==> src/rtl/core_mem_arbiter_if.sv <==
// core_mem_arbiter_if: signal bundle between the core (fetch and load/store requesters),
// the memory arbiter and the shared memory bus.
//   Fetch port : insn_start, insn_addr[29:0]            -> insn_ready, insn_data[31:0]
//   Data port  : data_start, data_addr[29:0], data_write,
//                data_wr[31:0]                          -> data_ready, data_rd[31:0]
//   Bus port   : bus_start, bus_addr[29:0], bus_write,
//                bus_data_wr[31:0]                      <- bus_ready, bus_data_rd[31:0]
// Modports:
//   slave  : the arbiter's view (accepts core requests, drives the bus)
//   master : the environment's view (core requesters plus memory responder)
interface core_mem_arbiter_if;
  logic        insn_start;
  logic [29:0] insn_addr;
  logic        insn_ready;
  logic [31:0] insn_data;

  logic        data_start;
  logic [29:0] data_addr;
  logic        data_write;
  logic [31:0] data_wr;
  logic        data_ready;
  logic [31:0] data_rd;

  logic        bus_start;
  logic [29:0] bus_addr;
  logic        bus_write;
  logic [31:0] bus_data_wr;
  logic        bus_ready;
  logic [31:0] bus_data_rd;

  modport slave (
    input  insn_start, insn_addr, data_start, data_addr, data_write, data_wr,
    input  bus_ready, bus_data_rd,
    output insn_ready, insn_data, data_ready, data_rd,
    output bus_start, bus_addr, bus_write, bus_data_wr
  );

  modport master (
    output insn_start, insn_addr, data_start, data_addr, data_write, data_wr,
    output bus_ready, bus_data_rd,
    input  insn_ready, insn_data, data_ready, data_rd,
    input  bus_start, bus_addr, bus_write, bus_data_wr
  );
endinterface

==> src/rtl/core_mem_arbiter.sv <==
// core_mem_arbiter: shares one memory bus between an instruction-fetch requester and a
// load/store requester. Each requester owns a single request slot; one bus transaction is
// outstanding at a time. Data normally wins arbitration, but a waiting fetch is never
// passed over by two consecutive data grants.
// Ports:
//   clk    : rising-edge clock
//   rst    : synchronous, active-high reset
//   arb_if : core_mem_arbiter_if.slave (fetch port, data port, bus port)
// Bus outputs are registered; only the ready pulses and read data are combinational
// from the bus inputs.
module core_mem_arbiter (
  input  logic                 clk,
  input  logic                 rst,
  core_mem_arbiter_if.slave    arb_if
);

  typedef enum logic [1:0] {StIdle, StFetch, StData} state_e;

  state_e      state_q, state_d;

  // Request slots: valid stays set while the request waits and while it is on the bus.
  logic        fetch_valid_q, fetch_valid_d;
  logic [29:0] fetch_addr_q, fetch_addr_d;
  logic        data_valid_q, data_valid_d;
  logic [29:0] data_addr_q, data_addr_d;
  logic        data_write_q, data_write_d;
  logic [31:0] data_wdata_q, data_wdata_d;

  logic        last_data_q, last_data_d;

  logic        bus_start_q, bus_start_d;
  logic [29:0] bus_addr_q, bus_addr_d;
  logic        bus_write_q, bus_write_d;
  logic [31:0] bus_data_wr_q, bus_data_wr_d;

  logic fetch_done, data_done;
  logic fetch_free, data_free;
  logic fetch_take, data_take;
  logic arbitrate, grant_fetch, grant_data;

  always_comb begin
    fetch_done = (state_q == StFetch) && arb_if.bus_ready;
    data_done  = (state_q == StData) && arb_if.bus_ready;

    // A slot whose transaction completes this cycle can take a new request right away.
    fetch_free = !fetch_valid_q || fetch_done;
    data_free  = !data_valid_q || data_done;
    fetch_take = arb_if.insn_start && fetch_free;
    data_take  = arb_if.data_start && data_free;

    fetch_valid_d = fetch_valid_q;
    fetch_addr_d  = fetch_addr_q;
    if (fetch_done) fetch_valid_d = 1'b0;
    if (fetch_take) begin
      fetch_valid_d = 1'b1;
      fetch_addr_d  = arb_if.insn_addr;
    end

    data_valid_d = data_valid_q;
    data_addr_d  = data_addr_q;
    data_write_d = data_write_q;
    data_wdata_d = data_wdata_q;
    if (data_done) data_valid_d = 1'b0;
    if (data_take) begin
      data_valid_d = 1'b1;
      data_addr_d  = arb_if.data_addr;
      data_write_d = arb_if.data_write;
      data_wdata_d = arb_if.data_wr;
    end

    // Arbitration happens with the bus free: in idle, or as the current transaction
    // completes. At those points every valid slot (post-capture) is waiting.
    arbitrate   = (state_q == StIdle) || fetch_done || data_done;
    grant_fetch = arbitrate && fetch_valid_d && (last_data_q || !data_valid_d);
    grant_data  = arbitrate && data_valid_d && !grant_fetch;

    state_d = state_q;
    if (fetch_done || data_done) state_d = StIdle;
    if (grant_fetch) state_d = StFetch;
    if (grant_data)  state_d = StData;

    last_data_d = last_data_q;
    if (grant_fetch) last_data_d = 1'b0;
    if (grant_data)  last_data_d = 1'b1;

    bus_start_d   = grant_fetch || grant_data;
    bus_addr_d    = bus_addr_q;
    bus_write_d   = bus_write_q;
    bus_data_wr_d = bus_data_wr_q;
    if (grant_fetch) begin
      bus_addr_d    = fetch_addr_d;
      bus_write_d   = 1'b0;
      bus_data_wr_d = '0;
    end else if (grant_data) begin
      bus_addr_d    = data_addr_d;
      bus_write_d   = data_write_d;
      bus_data_wr_d = data_wdata_d;
    end
  end

  always_ff @(posedge clk) begin
    if (rst) begin
      state_q       <= StIdle;
      fetch_valid_q <= 1'b0;
      fetch_addr_q  <= '0;
      data_valid_q  <= 1'b0;
      data_addr_q   <= '0;
      data_write_q  <= 1'b0;
      data_wdata_q  <= '0;
      last_data_q   <= 1'b0;
      bus_start_q   <= 1'b0;
      bus_addr_q    <= '0;
      bus_write_q   <= 1'b0;
      bus_data_wr_q <= '0;
    end else begin
      state_q       <= state_d;
      fetch_valid_q <= fetch_valid_d;
      fetch_addr_q  <= fetch_addr_d;
      data_valid_q  <= data_valid_d;
      data_addr_q   <= data_addr_d;
      data_write_q  <= data_write_d;
      data_wdata_q  <= data_wdata_d;
      last_data_q   <= last_data_d;
      bus_start_q   <= bus_start_d;
      bus_addr_q    <= bus_addr_d;
      bus_write_q   <= bus_write_d;
      bus_data_wr_q <= bus_data_wr_d;
    end
  end

  // Ready pulses are masked during reset so an abandoned transaction never completes.
  assign arb_if.insn_ready  = fetch_done && !rst;
  assign arb_if.data_ready  = data_done && !rst;
  assign arb_if.insn_data   = arb_if.bus_data_rd;
  assign arb_if.data_rd     = arb_if.bus_data_rd;
  assign arb_if.bus_start   = bus_start_q;
  assign arb_if.bus_addr    = bus_addr_q;
  assign arb_if.bus_write   = bus_write_q;
  assign arb_if.bus_data_wr = bus_data_wr_q;

  // A requester must not restart while its slot is still occupied; such starts are dropped.
  a_insn_start_busy: assert property (@(posedge clk) disable iff (rst)
      !(arb_if.insn_start && !fetch_free))
    else $warning("insn_start dropped: fetch slot occupied");
  a_data_start_busy: assert property (@(posedge clk) disable iff (rst)
      !(arb_if.data_start && !data_free))
    else $warning("data_start dropped: data slot occupied");

endmodule
==> src/flat_wrapper.sv <==
// flat-port wrapper written by rule: the top's interface ports become plain ports
module core_mem_arbiter_flat 
  (clk, rst, arb_if_insn_start, arb_if_insn_addr, arb_if_data_start, arb_if_data_addr, arb_if_data_write, arb_if_data_wr, arb_if_bus_ready, arb_if_bus_data_rd, arb_if_insn_ready, arb_if_insn_data, arb_if_data_ready, arb_if_data_rd, arb_if_bus_start, arb_if_bus_addr, arb_if_bus_write, arb_if_bus_data_wr);
  core_mem_arbiter_if arb_if_i ();
  input  logic clk;
  input  logic rst;
  input wire logic [$bits(arb_if_i.insn_start)-1:0] arb_if_insn_start;
  input wire logic [$bits(arb_if_i.insn_addr)-1:0] arb_if_insn_addr;
  input wire logic [$bits(arb_if_i.data_start)-1:0] arb_if_data_start;
  input wire logic [$bits(arb_if_i.data_addr)-1:0] arb_if_data_addr;
  input wire logic [$bits(arb_if_i.data_write)-1:0] arb_if_data_write;
  input wire logic [$bits(arb_if_i.data_wr)-1:0] arb_if_data_wr;
  input wire logic [$bits(arb_if_i.bus_ready)-1:0] arb_if_bus_ready;
  input wire logic [$bits(arb_if_i.bus_data_rd)-1:0] arb_if_bus_data_rd;
  output wire logic [$bits(arb_if_i.insn_ready)-1:0] arb_if_insn_ready;
  output wire logic [$bits(arb_if_i.insn_data)-1:0] arb_if_insn_data;
  output wire logic [$bits(arb_if_i.data_ready)-1:0] arb_if_data_ready;
  output wire logic [$bits(arb_if_i.data_rd)-1:0] arb_if_data_rd;
  output wire logic [$bits(arb_if_i.bus_start)-1:0] arb_if_bus_start;
  output wire logic [$bits(arb_if_i.bus_addr)-1:0] arb_if_bus_addr;
  output wire logic [$bits(arb_if_i.bus_write)-1:0] arb_if_bus_write;
  output wire logic [$bits(arb_if_i.bus_data_wr)-1:0] arb_if_bus_data_wr;
  assign arb_if_i.insn_start = arb_if_insn_start;
  assign arb_if_i.insn_addr = arb_if_insn_addr;
  assign arb_if_i.data_start = arb_if_data_start;
  assign arb_if_i.data_addr = arb_if_data_addr;
  assign arb_if_i.data_write = arb_if_data_write;
  assign arb_if_i.data_wr = arb_if_data_wr;
  assign arb_if_i.bus_ready = arb_if_bus_ready;
  assign arb_if_i.bus_data_rd = arb_if_bus_data_rd;
  assign arb_if_insn_ready = arb_if_i.insn_ready;
  assign arb_if_insn_data = arb_if_i.insn_data;
  assign arb_if_data_ready = arb_if_i.data_ready;
  assign arb_if_data_rd = arb_if_i.data_rd;
  assign arb_if_bus_start = arb_if_i.bus_start;
  assign arb_if_bus_addr = arb_if_i.bus_addr;
  assign arb_if_bus_write = arb_if_i.bus_write;
  assign arb_if_bus_data_wr = arb_if_i.bus_data_wr;
  core_mem_arbiter u_core (.clk(clk), .rst(rst), .arb_if(arb_if_i));
endmodule
==> config.mk <==
export PLATFORM = sky130hd
export DESIGN_NAME = core_mem_arbiter_flat
export DESIGN_NICKNAME = d
export VERILOG_FILES = /design/src/rtl/core_mem_arbiter_if.sv /design/src/rtl/core_mem_arbiter.sv /design/src/flat_wrapper.sv
export SDC_FILE = /design/constraint.sdc
export NUM_CORES = 1
export LEC_CHECK = 0
export CAP_MARGIN = 5
export CELL_PAD_IN_SITES_DETAIL_PLACEMENT = 2
export CELL_PAD_IN_SITES_GLOBAL_PLACEMENT = 2
export CORE_ASPECT_RATIO = 1.4
export CORE_UTILIZATION = 25
export CTS_CLUSTER_SIZE = 8
export DETAILED_ROUTE_END_ITERATION = 12
export PLACE_DENSITY = 0.87
export SLEW_MARGIN = 10
export SYNTH_ARGS = -nofsm -noshare
export SYNTH_HDL_FRONTEND = slang
export SYNTH_SLANG_ARGS = --single-unit
==> constraint.sdc <==
create_clock -name clk -period 2.15 [get_ports clk]
set_input_delay 0.43 -clock clk [delete_from_list [all_inputs] [get_ports clk]]
set_output_delay 0.43 -clock clk [all_outputs]
set_load 0.01 [all_outputs]
==> results.json, run 1 <==
{
  "status": "complete, no violations",
  "drt_pass1_iterations": 4,
  "worst_slack_ns": 0.154,
  "via_count": 4932,
  "finish.instance_area_um2": 8670,
  "whs_ns": 0.359,
  "multi_input_area_um2": 2470,
  "cp.arrival_ns": 1.57,
  "p_switching_mw": 2.22,
  "crit_family": "flip-flops",
  "ir_drop_mv": 0.512,
  "grt_pass1_wl_mm": 30.9,
  "die_w_um": 137,
  "finalCritPeriodShare_pct": 92.8,
  "postSynthAreaPerCell_um2": 10.1,
  "grt_max_degree": 45,
  "grt_pass1_vias": 5725,
  "swShare_pct": 27.9,
  "track_usage_pct": 15.8,
  "layout_common_cells": "dfxtp_1 (162), clkdlybuf4s50_1 (159), nor2_1 (128), mux2i_1 (93), a211oi_1 (33)",
  "cp-end-kind": "primary output",
  "wirelength_mm": 19.9,
  "reg2reg_depth": 5,
  "antenna_left": 0,
  "grt_setup_unrepaired": "no",
  "cap_violations": 0,
  "port_buffers": 163,
  "clockPowerShare_pct": 35.4,
  "finClkSkew_ns": 0.00734,
  "numCtsBuffers": 17,
  "grt_overflow": 0,
  "seq_area_um2": 3240,
  "critPathRequiredTime_ns": 1.72,
  "rows": 68,
  "path_cells": "nand3b_1 -> nor2_1 -> dlygate4sd2_1",
  "n_fill_cell": 2701,
  "syn_nets": 762,
  "ios": 260,
  "core-area_um2": 24800,
  "critPathSlowestCell": "dfxtp_1",
  "initial_core_util_pct": 25.7,
  "ys_types": 27,
  "netlist_area_um2": 6380,
  "power.density_nw_per_um2": 917,
  "wl_per_cell_um": 18.7,
  "final-hold-violation-count": 0,
  "setup_viol": 0,
  "crit_cells": 3,
  "path_max_fanout": 8,
  "hp-class": "in -> reg",
  "fp.dieH_um": 191,
  "layout-drive-gt1-share_pct": 10.5,
  "slew_viol_final": 0,
  "root_buffer": "clkbuf_16",
  "htreeDepth": 4,
  "die-area_um2": 26200,
  "cts_hold_buf": 0,
  "p_int_mw": 5.73,
  "drtIter0Drc": 134,
  "final_common_cell": "dfxtp_1",
  "post-route-min-period_ns": 2.00,
  "antenna_cells": 0,
  "nNetsFinal": 864,
  "ys_ff_latch": 162,
  "clk_pin_slew_ns": 0.06,
  "insertion_delay_ns": 0.42,
  "power_mw": 7.95,
  "holdPathStages": 2,
  "syn_to_final_growth_pct": 35.8,
  "fin_util_pct": 34.9,
  "cp.buffers_inverters": 1,
  "dpl_worst_slack_ns": -0.412,
  "fmax_mhz": 501,
  "path_class": "reg -> out",
  "critPathLaunchType": "flop",
  "drcViolationCount": 0,
  "syn_inst": 632,
  "via_per_inst": 4.65,
  "cts_sinks": 162,
  "cts_tree": "built",
  "dp_hpwl_mm": 13.7,
  "worst_pin_slew_ns": 0.488,
  "p_leak_nw": 3.36,
  "seq_power_share_pct": 43.1,
  "cts_buffer_depth": 2,
  "max-slew-margin-rel_pct": 67.4,
  "antenna_found_initial": 0,
  "dpl_cell_area_um2": 8130,
  "combPwrFrac_pct": 21.4,
  "gp_congestion": 0.688,
  "cpPeakStageDelay_ns": 0.49,
  "ys_seq_area_share_pct": 50.8,
  "yosysWarnings": 0
}
==> worst reg2reg max path, delay by kind of cell, from the launching register on <==
kind / cells / cell delay, ns
AOI/OAI and AO/OA: 2 / 0.44
buffers and inverters: 1 / 0.30
DFF: 1 / 0.49
muxes: 1 / 0.34
and+or+nand+nor: 1 / 0.23
==> Yosys cell counts <==
| library cell | instances | share of area, % |
|---|---|---|
| nor2b_1 | 12 | 1.2 |
| nand3b_1 | 2 | 0.24 |
| o211ai_2 | 1 | 0.20 |
| buf_2 | 19 | 1.5 |
| or3_4 | 1 | 0.18 |
| dfxtp_1 | 162 | 51 |
| o21ai_0 | 1 | 0.078 |
| buf_1 | 7 | 0.41 |
| clkbuf_1 | 19 | 1.1 |
| and2_1 | 1 | 0.098 |
| buf_6 | 2 | 0.35 |
| nor2_1 | 128 | 7.5 |
| a21oi_1 | 6 | 0.47 |
| clkinv_1 | 1 | 0.059 |
| a21boi_1 | 1 | 0.12 |
| o221ai_1 | 20 | 2.7 |
| o221ai_2 | 10 | 2.4 |
| a221o_1 | 2 | 0.31 |
| o21ai_1 | 2 | 0.16 |
| inv_1 | 7 | 0.41 |
| mux2i_1 | 93 | 15 |
| nand2b_1 | 3 | 0.29 |
| a211oi_1 | 33 | 3.9 |
| nand4_1 | 30 | 2.9 |
| buf_4 | 64 | 7.5 |
| a221oi_2 | 1 | 0.24 |
| nand2_1 | 4 | 0.24 |
==> final timing paths <==
| path | startpoint | endpoint | slack [ns] |
|---|---|---|---|
| worst max register to register | u_core.state_q[1]$_SDFFE_PP0P_ | u_core.arb_if.bus_addr[24]$_SDFFE_PP0P_ | 0.19 |
| worst max-delay path | u_core.state_q[1]$_SDFFE_PP0P_ | arb_if_data_ready | 0.15 |
| worst min-delay path | rst | u_core.fetch_valid_q$_SDFF_PP0_ | 0.36 |
| worst min register to register | u_core.data_wdata_q[18]$_SDFF_PP0_ | u_core.data_wdata_q[18]$_SDFF_PP0_ | 0.49 |
==> power by group through the flow <==
stage	registers (mW)	clock network, mW	logic (mW)
floorplan	3.52	0	0.855
global placement	3.48	0	1.67
detailed placement	3.50	0	1.74
CTS	3.44	2.94	1.74
global route	3.46	3.05	1.85
finish	3.43	2.82	1.71
==> through the flow <==
stage	setup TNS, ns	std cells
2_1_floorplan	0	632
3_5_place_dp	-37.95	1029
5_1_grt	0	1060
6_report	0	1060
4_1_cts	0	1060
3_3_place_gp	-23.49	1029
==> cells by family after synthesis <==
group,Yosys count,share of synthesized area (%)
AND/OR/NAND/NOR,181,12.7
AO/OA/AOI/OAI,77,10.5
buffers and inverters,119,11.4
multiplexers,93,14.6
flip-flops,162,50.8
==> sequential cells by signal, summed over array words and instances (netlist names) <==
register	cells
u_core.arb_if.bus_addr	30
u_core.arb_if.bus_data_wr	32
u_core.arb_if.bus_start	1
u_core.arb_if.bus_write	1
u_core.data_addr_q	30
u_core.data_valid_q	1
u_core.data_wdata_q	32
u_core.data_write_q	1
u_core.fetch_addr_q	30
u_core.fetch_valid_q	1
u_core.last_data_q	1
u_core.state_q	2
==> metal layers <==
layer,global-route usage (%),vias up,share of wire [%]
li1,-,2345,-
met1,16.0,2434,39
met2,29.6,120,54
met3,4.11,33,5.1
met4,7.10,0,2.1
met5,0,-,0
==> area by class of cell <==
| cell class | instances | area share [%] |
|---|---|---|
| multi-input cells | 351 | 28.5 |
| repair buffers | 194 | 23.0 |
| clock buffers | 19 | 5.11 |
| well taps | 315 | 4.55 |
| clock inverters | 11 | 1.05 |
| flip-flops and latches | 162 | 37.4 |
| inverters | 8 | 0.347 |
==> repair_timing <==
action                     in CTS  in global routing
setup endpoints to repair       2                  0
gates resized for setup         3                  0
setup buffers                   1                  0
Power figures use the tool's default switching activity.
==> run 2: changes to the inputs <==
--- a/config.mk
+++ b/config.mk
@@ -8,7 +8,7 @@
 export CAP_MARGIN = 5
 export CELL_PAD_IN_SITES_DETAIL_PLACEMENT = 2
 export CELL_PAD_IN_SITES_GLOBAL_PLACEMENT = 2
-export CORE_ASPECT_RATIO = 1.4
+export CORE_ASPECT_RATIO = 2
 export CORE_UTILIZATION = 25
 export CTS_CLUSTER_SIZE = 8
 export DETAILED_ROUTE_END_ITERATION = 12
==> run 2 against run 1 <==
Sequential power hardly changed. Combinational power grew 2%. Sequential share of layout area shrank 1.1 points. Hold slack got worse by 0.066 ns. Via count grew 3.2%.
==> results.json, run 2 (same netlist as run 1, synthesis figures left out) <==
{
  "die_w_um": 115,
  "hp-class": "in -> reg",
  "core-area_um2": 25000,
  "finish.instance_area_um2": 8930,
  "cap_violations": 0,
  "grt_max_degree": 32,
  "setup_viol": 0,
  "ir_drop_mv": 0.425,
  "track_usage_pct": 16.7,
  "post-route-min-period_ns": 1.98,
  "drtIter0Drc": 209,
  "drcViolationCount": 0,
  "p_leak_nw": 3.49,
  "layout_common_cells": "dfxtp_1 (160), clkdlybuf4s50_1 (159), nor2_1 (128), mux2i_1 (93), buf_4 (44)",
  "drt_pass1_iterations": 4,
  "via_per_inst": 4.60,
  "nNetsFinal": 885,
  "rows": 82,
  "worst_slack_ns": 0.172,
  "cp.arrival_ns": 2.32,
  "cp-end-kind": "flop",
  "critPathLaunchType": "input pin",
  "dpl_cell_area_um2": 8280,
  "insertion_delay_ns": 0.44,
  "max-slew-margin-rel_pct": 72.5,
  "ios": 260,
  "power.density_nw_per_um2": 946,
  "port_buffers": 163,
  "path_max_fanout": 8,
  "gp_congestion": 0.705,
  "syn_to_final_growth_pct": 39.9,
  "root_buffer": "clkbuf_16",
  "final_common_cell": "dfxtp_1",
  "finClkSkew_ns": 0.00851,
  "wl_per_cell_um": 19.2,
  "status": "complete, no violations",
  "cts_sinks": 162,
  "via_count": 5090,
  "critPathRequiredTime_ns": 2.49,
  "n_fill_cell": 2751,
  "finalCritPeriodShare_pct": 92.0,
  "grt_overflow": 0,
  "antenna_left": 0,
  "die-area_um2": 26200,
  "htreeDepth": 4,
  "final-hold-violation-count": 0,
  "path_class": "in -> reg",
  "fmax_mhz": 506,
  "dpl_worst_slack_ns": -0.318,
  "grt_pass1_wl_mm": 32.0,
  "wirelength_mm": 21.2,
  "power_mw": 8.44,
  "fin_util_pct": 35.7,
  "cts_buffer_depth": 2,
  "worst_pin_slew_ns": 0.412,
  "slew_viol_final": 0,
  "clk_pin_slew_ns": 0.07,
  "dp_hpwl_mm": 15.5,
  "cts_tree": "built",
  "layout-drive-gt1-share_pct": 13.5,
  "antenna_found_initial": 2,
  "whs_ns": 0.292,
  "fp.dieH_um": 228,
  "grt_setup_unrepaired": "no",
  "numCtsBuffers": 17,
  "grt_pass1_vias": 5746,
  "initial_core_util_pct": 25.5
}
==> run 2: worst max-delay path, stage by stage <==
cell             delay, ns
clkdlybuf4s50_1       0.56
nand2_1               0.08
a221o_2               0.41
or3_4                 0.42
buf_4                 0.19
o221ai_1              0.23
==> run 2: worst paths after layout <==
kind | end | start | slack (ns) | cells past startpoint
max | u_core.arb_if.bus_addr[1]$_SDFFE_PP0P_ | arb_if_insn_start | 0.17 | 6
min | u_core.state_q[1]$_SDFFE_PP0P_ | rst | 0.29 | 2
max reg2reg | u_core.arb_if.bus_addr[1]$_SDFFE_PP0P_ | u_core.state_q[0]$_SDFFE_PP0P_ | 0.21 | 5
min reg2reg | u_core.data_wdata_q[14]$_SDFF_PP0_ | u_core.data_wdata_q[14]$_SDFF_PP0_ | 0.49 | 2
==> run 2: stage by stage <==
stage	cells	TNS, ns
floorplan	632	0
global placement	1070	-13.47
detailed placement	1070	-23.47
CTS	1104	0
global route	1106	0
finish	1106	0
==> run 2: cell type report <==
type,count,area [um2],share of cell area [%]
Clock buffer,19,453,5.07
Tap cell,336,420,4.71
Inverter,8,30.0,0.336
Clock inverter,13,175,1.96
Multi-Input combinational cell,351,2470,27.7
Timing Repair Buffer,215,2130,23.8
Antenna cell,2,5.00,0.0561
Sequential cell,162,3250,36.4
==> run 2: timing repair <==
action | CTS | global route
buffers inserted | 2 | 0
hold buffers | 0 | 0
gates resized for setup | 5 | 0
endpoints found under the setup margin | 2 | 0
==> run 2: per-layer routing <==
metal	GRT usage, %	routed length (um)	up-vias
met4	12.5	1180	0
met2	31.6	12000	136
li1	-	-	2391
met3	4.01	881	87
met1	14.7	7120	2476
met5	0	0	-
==> run 2: where the power goes <==
part	switching [mW]	internal, mW
Sequential	0.165	3.29
Clock	1.34	1.91
Combinational	0.867	0.880
Total	2.37	6.08
==> run 3: changes to the inputs <==
--- a/config.mk
+++ b/config.mk
@@ -10,9 +10,9 @@
 export CELL_PAD_IN_SITES_GLOBAL_PLACEMENT = 2
 export CORE_ASPECT_RATIO = 2
 export CORE_UTILIZATION = 25
-export CTS_CLUSTER_SIZE = 8
+export CTS_CLUSTER_SIZE = 25
 export DETAILED_ROUTE_END_ITERATION = 12
-export PLACE_DENSITY = 0.87
+export PLACE_DENSITY_LB_ADDON = 0.1
 export SLEW_MARGIN = 10
 export SYNTH_ARGS = -nofsm -noshare
 export SYNTH_HDL_FRONTEND = slang
==> run 3 against run 2 <==
Die area is the same. Setup slack worse by 0.018 ns. Sequential share of layout area is 0.41 points higher. Sequential power about the same. Highest routed layer unchanged.
==> results.json, run 3 (same netlist as run 1, synthesis figures left out) <==
{
  "status": "complete, no violations",
  "placed_cells": 1059,
  "antenna_left": 0,
  "grt_overflow": 0,
  "wl_met1_mm": 7.24,
  "gp_congestion": 0.738,
  "ios": 260,
  "fmax_mhz": 501,
  "path_cells": "nand3b_1 -> nor2_1 -> dlygate4sd2_1",
  "post-route-min-period_ns": 2.00,
  "wirelength_mm": 20.6,
  "p_int_mw": 6.08,
  "ir_drop_mv": 0.482,
  "nNetsFinal": 873,
  "clockPowerShare_pct": 37.9,
  "cap_violations": 0,
  "cts_hold_buf": 0,
  "htreeDepth": 4,
  "cts_tree": "built",
  "layout_common_cells": "dfxtp_1 (161), clkdlybuf4s50_1 (159), nor2_1 (128), mux2i_1 (93), a211oi_1 (33)",
  "highest_layer": "met4",
  "cp-end-kind": "primary output",
  "cp.arrival_ns": 1.57,
  "slew_viol_final": 0,
  "cp.buffers_inverters": 1,
  "combPwrFrac_pct": 20.7,
  "insertion_delay_ns": 0.44,
  "syn_to_final_growth_pct": 38.2,
  "drt_pass1_iterations": 4,
  "p_switching_mw": 2.21,
  "swShare_pct": 26.7,
  "cts_buffer_depth": 2,
  "setup_viol": 0,
  "p_leak_nw": 3.43,
  "die_w_um": 115,
  "layoutNonFillerInstCount": 1090,
  "clk_pin_slew_ns": 0.06,
  "layout-drive-gt1-share_pct": 11.3,
  "worst_pin_slew_ns": 0.685,
  "antenna_found_initial": 0,
  "crit_family": "flip-flops",
  "finalCritPeriodShare_pct": 92.8,
  "seq_power_share_pct": 41.4,
  "hp-class": "reg -> reg",
  "routed-wl-met2_mm": 11.7,
  "final_common_cell": "dfxtp_1",
  "antenna_cells": 0,
  "power.density_nw_per_um2": 939,
  "core-area_um2": 25000,
  "numCtsBuffers": 17,
  "critPathSlowestCell": "dfxtp_1",
  "cpPeakStageDelay_ns": 0.47,
  "critPathLaunchType": "flop",
  "final-hold-violation-count": 0,
  "drcViolationCount": 0,
  "grt_pass1_vias": 5854,
  "grt_pass1_wl_mm": 32.0,
  "rows": 82,
  "dr_wl_met3_um": 928,
  "critPathRequiredTime_ns": 1.72,
  "via_per_inst": 4.65,
  "grt_max_degree": 58,
  "initial_core_util_pct": 25.5,
  "wl_per_cell_um": 18.9,
  "die-area_um2": 26200,
  "path_class": "reg -> out",
  "path_max_fanout": 7,
  "fp.dieH_um": 228,
  "dp_hpwl_mm": 14.5,
  "drtIter0Drc": 113,
  "via_count": 5071,
  "root_buffer": "clkbuf_16",
  "cts_sinks": 162,
  "grt_setup_unrepaired": "no",
  "port_buffers": 163,
  "finClkSkew_ns": 0.00819,
  "finish.instance_area_um2": 8820,
  "max-slew-margin-rel_pct": 54.3,
  "track_usage_pct": 16.7,
  "dpl_cell_area_um2": 8220
}
-- run 3: cell types whose count changed in the layout (fill, tap and decap cells not counted), moves of 3 or more --
cell | before | now
inv_6 | 3 | 0
clkinv_4 | 5 | 0
buf_4 | 44 | 30
clkbuf_1 | 0 | 4
-- run 3: final timing paths --
| check | start | end | depth (start not counted) | slack (ns) |
|---|---|---|---|---|
| worst max register to register | u_core.state_q[0]$_SDFFE_PP0P_ | u_core.arb_if.bus_addr[4]$_SDFFE_PP0P_ | 5 | 0.19 |
| worst min-delay path | u_core.last_data_q$_SDFFE_PP0P_ | u_core.last_data_q$_SDFFE_PP0P_ | 2 | 0.49 |
| worst min register to register | u_core.last_data_q$_SDFFE_PP0P_ | u_core.last_data_q$_SDFFE_PP0P_ | 2 | 0.49 |
| worst max-delay path | u_core.state_q[0]$_SDFFE_PP0P_ | arb_if_insn_ready | 3 | 0.15 |
-- run 3: routing by layer --
layer,track usage (%),vias to the layer above
met3,4.60,40
met2,32.0,148
li1,-,2360
met5,0,-
met1,15.2,2523
met4,9.29,0
-- run 3: timing repair --
action | 4_1_cts | 5_1_grt
setup endpoints to repair | 2 | 0
gates resized for setup | 4 | 0
setup buffers | 1 | 0
-- run 3: stage by stage --
step	setup slack (ns)	utilization [%]	total power [mW]	TNS [ns]	hold slack (ns)
floorplan	0.344	-	4.38	0	0.441
global placement	-0.292	32.8	5.19	-17.59	0.468
detailed placement	-0.384	32.8	5.25	-28.40	0.480
CTS	0.0736	35.2	8.47	0	0.454
global route	0.0220	35.2	8.71	0	0.478
finish	0.154	35.2	8.29	0	0.485
-- run 3: layout make-up --
| type | count | area, um2 |
|---|---|---|
| Multi-Input combinational cell | 351 | 2470 |
| Fill cell | 2782 | 16200 |
| Timing Repair Buffer | 203 | 2060 |
| Inverter | 8 | 30.0 |
| Sequential cell | 162 | 3240 |
| Tap cell | 336 | 420 |
| Clock buffer | 25 | 495 |
| Clock inverter | 5 | 100 |
-- run 3: power by group through the flow --
stage                     Combinational (mW)  Clock, mW  Sequential, mW
after floorplan                        0.855          0            3.52
after global placement                  1.70          0            3.49
after detailed placement                1.75          0            3.50
after CTS                               1.77       3.27            3.44
after global routing                    1.87       3.38            3.46
final                                   1.72       3.14            3.43
-- run 3: worst reg2reg max path: stages, from the launching register on --
cell,delay (ns)
dfxtp_1,0.38
nand2b_1,0.19
a221o_2,0.49
or3_4,0.41
buf_12,0.19
o221ai_2,0.22
